**src/rtl/tlb_ctrl.sv**
```systemverilog
// TLB instruction sequencer: runs TLBP/TLBR/TLBWI against the TLB and CP0.
// Latency: TLBWI/reserved complete at T0+1, TLBP/TLBR at T0+2 after acceptance.
// Backpressure: req_ready is high only in IDLE; one operation in flight at a time.
module tlb_ctrl #(
  parameter int TLBNUM       = 16,
  parameter int TLBNUM_WIDTH = $clog2(TLBNUM)
) (
  input  logic                    clk,
  input  logic                    resetn,
  input  logic                    req_valid,
  input  logic [1:0]              req_op,
  output logic                    req_ready,
  output logic                    done,
  output logic                    refetch,
  input  logic [31:0]             cp0_index,
  input  logic [31:0]             cp0_entryhi,
  input  logic [31:0]             cp0_entrylo0,
  input  logic [31:0]             cp0_entrylo1,
  output logic                    s_valid,
  output logic [18:0]             s_vpn2,
  output logic [7:0]              s_asid,
  input  logic                    s_found,
  input  logic [TLBNUM_WIDTH-1:0] s_index,
  output logic [TLBNUM_WIDTH-1:0] r_index,
  input  logic [18:0]             r_vpn2,
  input  logic [7:0]              r_asid,
  input  logic                    r_g,
  input  logic [24:0]             r_lo0,
  input  logic [24:0]             r_lo1,
  output logic                    w_en,
  output logic [TLBNUM_WIDTH-1:0] w_index,
  output logic [18:0]             w_vpn2,
  output logic [7:0]              w_asid,
  output logic                    w_g,
  output logic [24:0]             w_lo0,
  output logic [24:0]             w_lo1,
  output logic                    cp0_index_wen,
  output logic [31:0]             cp0_index_wdata,
  output logic                    cp0_tlbr_wen,
  output logic [31:0]             cp0_entryhi_wdata,
  output logic [31:0]             cp0_entrylo0_wdata,
  output logic [31:0]             cp0_entrylo1_wdata
);

  localparam logic [1:0] OP_TLBP  = 2'b00;
  localparam logic [1:0] OP_TLBR  = 2'b01;
  localparam logic [1:0] OP_TLBWI = 2'b10;

  typedef enum logic [2:0] {
    IDLE      = 3'd0,
    PROBE     = 3'd1,
    PROBE_RSP = 3'd2,
    READ      = 3'd3,
    READ_RSP  = 3'd4,
    WRITE     = 3'd5
  } state_t;

  state_t state, state_n;

  // Next values of the registered strobes.
  logic s_valid_n, w_en_n, cp0_index_wen_n, cp0_tlbr_wen_n, done_n, refetch_n;

  // Operand snapshot taken at acceptance. The opcode itself is captured by
  // the state register (each op owns its own path through the FSM).
  logic [TLBNUM_WIDTH-1:0] snap_index;
  logic [18:0]             snap_vpn2;
  logic [7:0]              snap_asid;
  logic [25:0]             snap_lo0;
  logic [25:0]             snap_lo1;

  logic accept;

  // CP0 bits that never reach the TLB (Index P bit and upper index bits,
  // EntryHi[12:8], EntryLo[31:26]).
  logic unused_bits;
  assign unused_bits = ^{cp0_index[31:TLBNUM_WIDTH], cp0_entryhi[12:8],
                         cp0_entrylo0[31:26], cp0_entrylo1[31:26]};

  assign req_ready = (state == IDLE);
  assign accept    = req_valid && req_ready;

  // State register and registered strobes; reset squashes any pending strobe.
  always_ff @(posedge clk) begin
    if (!resetn) begin
      state         <= IDLE;
      s_valid       <= 1'b0;
      w_en          <= 1'b0;
      cp0_index_wen <= 1'b0;
      cp0_tlbr_wen  <= 1'b0;
      done          <= 1'b0;
      refetch       <= 1'b0;
    end else begin
      state         <= state_n;
      s_valid       <= s_valid_n;
      w_en          <= w_en_n;
      cp0_index_wen <= cp0_index_wen_n;
      cp0_tlbr_wen  <= cp0_tlbr_wen_n;
      done          <= done_n;
      refetch       <= refetch_n;
    end
  end

  // Capture the CP0 operands once so later CP0 updates cannot disturb the op.
  always_ff @(posedge clk) begin
    if (!resetn) begin
      snap_index <= '0;
      snap_vpn2  <= '0;
      snap_asid  <= '0;
      snap_lo0   <= '0;
      snap_lo1   <= '0;
    end else if (accept) begin
      snap_index <= cp0_index[TLBNUM_WIDTH-1:0];
      snap_vpn2  <= cp0_entryhi[31:13];
      snap_asid  <= cp0_entryhi[7:0];
      snap_lo0   <= cp0_entrylo0[25:0];
      snap_lo1   <= cp0_entrylo1[25:0];
    end
  end

  // Next-state and next-strobe decode; strobes are raised one cycle early so
  // they leave the block straight from flops.
  always_comb begin
    state_n         = state;
    s_valid_n       = 1'b0;
    w_en_n          = 1'b0;
    cp0_index_wen_n = 1'b0;
    cp0_tlbr_wen_n  = 1'b0;
    done_n          = 1'b0;
    refetch_n       = 1'b0;
    case (state)
      IDLE: begin
        if (req_valid) begin
          case (req_op)
            OP_TLBP: begin
              state_n   = PROBE;
              s_valid_n = 1'b1;
            end
            OP_TLBR: begin
              state_n = READ;
            end
            OP_TLBWI: begin
              state_n   = WRITE;
              w_en_n    = 1'b1;
              done_n    = 1'b1;
              refetch_n = 1'b1;
            end
            default: begin
              // Reserved op: complete as a no-op.
              state_n = WRITE;
              done_n  = 1'b1;
            end
          endcase
        end
      end
      PROBE: begin
        state_n         = PROBE_RSP;
        cp0_index_wen_n = 1'b1;
        done_n          = 1'b1;
      end
      READ: begin
        state_n        = READ_RSP;
        cp0_tlbr_wen_n = 1'b1;
        done_n         = 1'b1;
        refetch_n      = 1'b1;
      end
      PROBE_RSP, READ_RSP, WRITE: begin
        state_n = IDLE;
      end
      default: begin
        state_n = IDLE;
      end
    endcase
  end

  // TLB request data comes straight from the snapshot (zero after reset).
  assign s_vpn2  = snap_vpn2;
  assign s_asid  = snap_asid;
  assign r_index = snap_index;
  assign w_index = snap_index;
  assign w_vpn2  = snap_vpn2;
  assign w_asid  = snap_asid;
  assign w_g     = snap_lo0[0] & snap_lo1[0];
  assign w_lo0   = snap_lo0[25:1];
  assign w_lo1   = snap_lo1[25:1];

  // CP0 write data is formed from the TLB response and held at zero outside
  // its strobe, so stale TLB outputs never leak onto the CP0 bus.
  assign cp0_index_wdata = cp0_index_wen ?
      {~s_found, {(31-TLBNUM_WIDTH){1'b0}}, (s_found ? s_index : {TLBNUM_WIDTH{1'b0}})} :
      32'd0;
  assign cp0_entryhi_wdata  = cp0_tlbr_wen ? {r_vpn2, 5'b0, r_asid} : 32'd0;
  assign cp0_entrylo0_wdata = cp0_tlbr_wen ? {6'b0, r_lo0, r_g}    : 32'd0;
  assign cp0_entrylo1_wdata = cp0_tlbr_wen ? {6'b0, r_lo1, r_g}    : 32'd0;

endmodule

```
**config.mk**
```make
export PLATFORM = sky130hd
export DESIGN_NAME = tlb_ctrl
export DESIGN_NICKNAME = d
export VERILOG_FILES = /design/src/rtl/tlb_ctrl.sv
export SDC_FILE = /design/constraint.sdc
export NUM_CORES = 1
export LEC_CHECK = 0
export BUFFER_PORTS_ARGS = -buffer_cell sky130_fd_sc_hd__buf_2
export CORE_AREA = 2 2 181 183
export CTS_BUF_LIST = sky130_fd_sc_hd__clkbuf_4
export DETAILED_ROUTE_END_ITERATION = 16
export DIE_AREA = 0 0 183 185
export GPL_ROUTABILITY_DRIVEN = 0
export SLEW_MARGIN = 15
export SYNTH_ARGS = -nofsm -noshare
export SYNTH_HDL_FRONTEND = slang
export SYNTH_SLANG_ARGS = --single-unit
```
**constraint.sdc**
```tcl
create_clock -name clk -period 2.32 [get_ports clk]
set_clock_uncertainty 0.1 [all_clocks]
set_input_delay 0.464 -clock clk [delete_from_list [all_inputs] [get_ports clk]]
set_output_delay 0.464 -clock clk [all_outputs]
set_load 0.05 [all_outputs]
```
==> results of run 1 <==
==> worst max path at each step <==
stage / endpoint / slack [ns] / depth (start not counted)
after global placement: snap_lo1[12] / 0.59 / 4
after CTS: cp0_entrylo0_wdata[15] / 0.01 / 3
after detailed placement: snap_lo1[8] / 0.54 / 4
final: cp0_entrylo0_wdata[15] / 0.12 / 3
after floorplan: cp0_entrylo1_wdata[0] / 0.07 / 3
after global routing: cp0_entrylo1_wdata[10] / -0.001 / 3
==> power by group <==
part           internal, uW  leakage, uW  switching [uW]
Clock                   255    0.0000675             653
Sequential             1700     0.000756            75.8
Combinational           371      0.00293            1050
==> metrics by stage <==
step,std cells,setup slack (ns),hold slack [ns]
5_1_grt,1302,-0.00128,-0.00183
2_1_floorplan,652,0.0668,0.330
3_3_place_gp,1279,0.588,0.339
4_1_cts,1296,0.0127,0.000458
3_5_place_dp,1279,0.537,0.346
6_report,1304,0.122,0.0838
==> layer usage <==
| metal | track usage [%] | vias up | wire (um) |
|---|---|---|---|
| met4 | 6.18 | 0 | 714 |
| met5 | 0 | - | 0 |
| li1 | - | 2302 | - |
| met1 | 10.3 | 2120 | 6860 |
| met3 | 3.32 | 30 | 1440 |
| met2 | 18.9 | 230 | 9740 |
==> timing repair <==
action | in CTS | in global routing
hold buffers | 1 | 0
setup buffers | 0 | 0
endpoints found under the hold margin | 1 | 0
gates resized for setup | 0 | 1
setup endpoints to repair | 0 | 1
==> synth_stat cells, drive strengths merged <==
cell type  number  share of area, %
a211oi          1              0.15
a21oi           2              0.20
and2           80               9.8
and3            4              0.49
buf           141                21
clkbuf         22               1.6
conb            1             0.073
dfxtp          92                36
inv             2              0.15
mux2i          83                16
nand2         167                12
nand2b          1              0.12
nand3b          3              0.44
nand4b          1              0.17
nand4bb         1              0.22
nor2            1             0.073
nor2b           1              0.12
nor3            2              0.20
nor4b           2              0.76
o21ai           1             0.097
or4b            1              0.27
==> sequential cells by signal, summed over array words and instances, names as in the netlist <==
register       count
refetch            1
cp0_tlbr_wen       1
s_asid             8
s_vpn2            19
done               1
state              3
snap_lo1          26
cp0_index_wen      1
snap_lo0          26
s_valid            1
w_en               1
r_index            4
==> logic make-up (layout without fill, tap and decap cells) <==
family	after synthesis	in the layout	share of synthesized area (%)
buf+inv	165	401	22.5
compound gates	4	4	0.439
other cells	1	52	0.0731
flops	92	92	35.9
simple gates	264	264	24.8
mux	83	83	16.2
==> critical path: cells and delay by family, from the launching register on <==
kind                   cells  cell delay (ns)
buffers and inverters      2             0.50
AND/OR/NAND/NOR            1             0.27
flip-flops                 1             0.37
==> layout make-up <==
cell class                      instances  area, um^2  share of cell area, %
Inverter                                2        7.51                  0.110
Sequential cell                        92        1840                   27.1
Multi-Input combinational cell        395        2290                   33.6
Clock buffer                           10        75.1                   1.10
Timing Repair Buffer                  383        2010                   29.5
Tap cell                              408         510                   7.49
Clock inverter                          6        55.1                  0.808
Antenna cell                            8        20.0                  0.294
==> key figures, run 1 <==
Clocking
  – Clk_lat worst skew: 0.48 ns
  – Clock tree from TritonCTS: built
  – Num CTS Buffers: 9
  – Clock-pin slew on the worst setup and hold paths: 0.18 ns
  – Clk buf depth: 2
  – Clk root buf: clkbuf_4
  – Clk sinks: 92
  – H-tree depth: 3

Placed design
  – Dpl hpwl: 15500 um
  – Port Buf Inserts: 374
  – Area post-placement: 0.00665 mm^2

Drt
  – Final ANT Viol Nets: 0
  – First-pass DRT Iterations: 4
  – Vias: 4682
  – Routed wire length: 18800 um
  – DR iter-0 viols: 144
  – DR vias/cell: 3.59
  – Drt wl/cell: 14.4 um
  – DRC: 0

Global route
  – Initial antenna violation count: 13
  – Grt ovf: 0
  – Vias in the first global route: 4346
  – All-layer global routing usage: 10.4%
  – Largest net degree at the start of global routing: 99
  – First-pass GRT wire length: 25800 um

Min path
  – Worst Hold End: snap_lo1[1]
  – Hold_sp: cp0_entrylo1[1]
  – Hold path depth: 3
  – Hold/Removal Path Class: input port to flop

Layout
  – Commonest cells after routing, fill and taps aside: buf_2, nand2_1, dfxtp_1
  – Layout cells sized above 1: 45.3%
  – FILL cells: 3621
  – Net count reported at finish: 1099
  – Design area: 0.00681 mm^2
  – Final Util: 21.3%
  – Area delta synth->final: 32.8%
  – Most common cell after layout, fill and taps aside: buf_2

Logic synthesis
  – Synth cell types: 25
  – Synthesis-stage register bit count: 92
  – Seq/Total Area, Yosys: 35.9%
  – Mapped Area: 0.00513 mm^2
  – Ys Warns: 0
  – Synth Instances: 609
  – Syn_area_per_cell: 8.42 um^2

Worst setup path
  – Reg-to-reg startpoint: state[2]
  – Worst R2R Setup Slack: 0.67 ns
  – CP arrival: 1.63 ns
  – Max stage delay on crit path: 0.37 ns
  – Critical-path top delay cell: dfxtp_2
  – CP Launch Type: flop
  – R2R cell count: 3
  – Critical Path Source: cp0_tlbr_wen
  – Worst R2R End: snap_lo0[0]
  – CP Cell Sequence: buf_12, and2_1, clkbuf_4
  – Crit Path Max Fanout: 79
  – CP Class: flop to output port
  – Crit path capture type: output port
  – Critical Path RT: 1.76 ns

Timing
  – Final setup viols: 0
  – Final Hold Viols: 0
  – Max-slew violations: 0
  – Crit share post-route: 94.7%
  – Max Freq: 0.455 GHz
  – Fin crit period: 2.20 ns
  – Final setup TNS: 0 ns

Run
  – MaxCap Viol Count: 0

Floorplan
  – Die area: 0.0339 mm^2
  – Core area: 0.0320 mm^2
  – Initial Utilization: 16.0%
  – Chip width: 183 um
  – Chip height: 185 um
  – Cell row count: 66
  – I/O pins: 464

Power
  – PD cells: 603 mW/mm^2
  – Leak: 0.00375 uW
  – Total power draw: 4110 uW
  – Peak supply drop: 0.286 mV

Status
  – Status: finished clean
Power figures use the tool's default switching activity.
==> run 2: changes to the inputs <==
BUFFER_PORTS_ARGS = -buffer_cell sky130_fd_sc_hd__clkbuf_2   (was -buffer_cell sky130_fd_sc_hd__buf_2)
==> key figures, run 2 (synthesized netlist as in run 1, its figures left out) <==
Min path
  – Hold_sp: cp0_entryhi[16]
  – Hold/Removal Path Class: input port to flop
  – Hold path depth: 3 (unchanged)
  – Worst Hold End: s_vpn2[3]

Power
  – Part of the power in registers: 42.3% (-1.0 points)
  – Int Power: 2500 uW (+7.3%)
  – Comb pwr share: 33.6% (-1.0 points)
  – Leak: 0.00365 uW (-2.7%)
  – Clock share of power: 24.1% (+2.0 points)
  – Switching Fraction: 40.8% (-2.6 points)
  – Peak supply drop: 0.297 mV (+4.1%)
  – NetSw: 1720 uW (-3.5%)
  – PD cells: 617 mW/mm^2 (+2.3%)

Worst setup path
  – Crit Path Max Fanout: 64 (-19%)
  – CP Launch Type: flop
  – Critical Path RT: 1.76 ns (about the same)
  – Crit path capture type: output port
  – Worst R2R End: snap_lo0[11]
  – Worst R2R Setup Slack: 0.62 ns (-0.05 ns)
  – R2R cell count: 3 (unchanged)
  – CP arrival: 1.62 ns (about the same)
  – Reg-to-reg startpoint: state[0]
  – CP Class: flop to output port

Timing
  – RSZ-0062 raised after global routing: no
  – Crit share post-route: 94.2% (-0.55 points)
  – Final setup TNS: 0 ns (unchanged)
  – Max Freq: 0.458 GHz (+0.58%)
  – Max-slew violations: 0 (unchanged)
  – Fin crit period: 2.19 ns (-0.0127 ns)
  – Final setup viols: 0 (unchanged)
  – Final Hold Viols: 0 (unchanged)
  – Worst hold slack: 0.0805 ns (-0.00323 ns)

Placed design
  – Dpl hpwl: 15500 um (about the same)
  – Area post-placement: 0.00664 mm^2 (-0.19%)
  – Port Buf Inserts: 374 (unchanged)
  – DP Cell Count: 1279 (unchanged)

Run
  – MaxCap Viol Count: 0 (unchanged)

Clocking
  – Clk sinks: 92 (unchanged)
  – Clock-pin slew on the worst setup and hold paths: 0.17 ns (about the same)
  – Num CTS Buffers: 9 (unchanged)
  – H-tree depth: 3 (unchanged)
  – Clk buf depth: 2 (unchanged)
  – Clk root buf: clkbuf_4
  – Clock tree from TritonCTS: built
  – Clk_lat worst skew: 0.48 ns (about the same)

Floorplan
  – Initial Utilization: 16.0% (unchanged)
  – Die area: 0.0339 mm^2 (unchanged)
  – Cell row count: 66 (unchanged)
  – Core area: 0.0320 mm^2 (unchanged)
  – Chip height: 185 um (unchanged)
  – I/O pins: 464 (unchanged)
  – Chip width: 183 um (unchanged)

Drt
  – First-pass DRT Iterations: 4 (unchanged)
  – DRC: 0 (unchanged)
  – DR iter-0 viols: 106 (-26%)
  – DR vias/cell: 3.51 (-2.2%)
  – Routed wire length: 18400 um (-1.8%)
  – Drt wl/cell: 14.1 um (-1.7%)
  – Final ANT Viol Nets: 0 (unchanged)
  – Vias: 4574 (-2.3%)

Global route
  – Largest net degree at the start of global routing: 71 (-28%)
  – All-layer global routing usage: 10.3% (-0.10 points)
  – First-pass GRT wire length: 25500 um (-1.4%)
  – Initial antenna violation count: 6 (-7)
  – Grt ovf: 0 (unchanged)
  – Vias in the first global route: 4306 (-0.92%)

Layout
  – Multi-input gate area: 0.00229 mm^2 (unchanged)
  – Design area: 0.00684 mm^2 (+0.33%)
  – Final Util: 21.3% (+0.070 points)
  – Area delta synth->final: 33.3%
  – Net count reported at finish: 1099 (unchanged)
  – FILL cells: 3620 (-0.028%)
  – Most common cell after layout, fill and taps aside: clkbuf_2
  – Commonest cells after routing, fill and taps aside: clkbuf_2, nand2_1, dfxtp_1
  – Storage cell area: 0.00185 mm^2 (+0.14%)
  – Layout cells sized above 1: 45.2% (-0.062 points)
  – Layout Cells excl Fill: 1302 (-0.15%)

Status
  – Status: finished clean
-- run 2: cell count changes in the layout (fill, tap and decap cells not counted), sizes merged --
cell and delta:
buf -365, bufinv +2, clkbuf +364, clkinv +3, clkinvlp -1, diode -1
inv -4
-- run 2: cell type report --
type / count / area share, %
clock inverter: 6 / 1.32
multi-input combinational: 395 / 33.5
inverter: 2 / 0.110
sequential: 92 / 27.0
timing repair buffer: 383 / 29.3
clock buffer: 9 / 0.988
antenna: 7 / 0.256
tap: 408 / 7.47
-- run 2: through the flow --
| stage | worst slack, ns | power (uW) |
|---|---|---|
| detailed placement | 0.502 | 3250 |
| global placement | 0.541 | 3240 |
| finish | 0.135 | 4220 |
| CTS | 0.0586 | 4310 |
| floorplan | 0.0668 | 3080 |
| global route | 0.00143 | 4450 |
-- run 2: power by group through the flow --
stage	Combinational [uW]	Clock, uW	Sequential [uW]
floorplan	1120	0	1960
global placement	1420	0	1820
detailed placement	1430	0	1820
CTS	1430	1090	1790
global route	1500	1140	1800
finish	1420	1020	1780
-- run 2: worst max-delay path: stages (launching register included) --
cell      delay, ns
dfxtp_4        0.45
buf_12         0.22
and2_1         0.17
clkbuf_2       0.27
-- run 2: how the worst max path moves through the flow --
stage / slack (ns) / from / endpoint / cells past startpoint
6_report: 0.13 / cp0_tlbr_wen / cp0_entrylo1_wdata[14] / 3
2_1_floorplan: 0.07 / cp0_tlbr_wen / cp0_entrylo1_wdata[0] / 3
4_1_cts: 0.06 / cp0_tlbr_wen / cp0_entrylo1_wdata[10] / 3
3_3_place_gp: 0.54 / req_valid / snap_lo1[12] / 4
5_1_grt: 0.001 / cp0_tlbr_wen / cp0_entrylo0_wdata[0] / 3
3_5_place_dp: 0.50 / req_valid / snap_lo0[11] / 4
-- run 2: routing by layer --
layer	wire length, um	up-vias	share of wire [%]	global-route usage, %
li1	-	2302	-	-
met4	322	0	1.7	4.61
met2	9990	212	54	19.5
met1	6840	2047	37	10.5
met5	0	-	0	0
met3	1250	13	6.8	2.75
-- run 2: repair_timing --
item / in CTS / in global routing
endpoints found under the hold margin: 1 / 0
buffers inserted: 0 / 0
hold buffers: 1 / 0
gates resized for setup: 5 / 7
setup endpoints to repair: 6 / 7
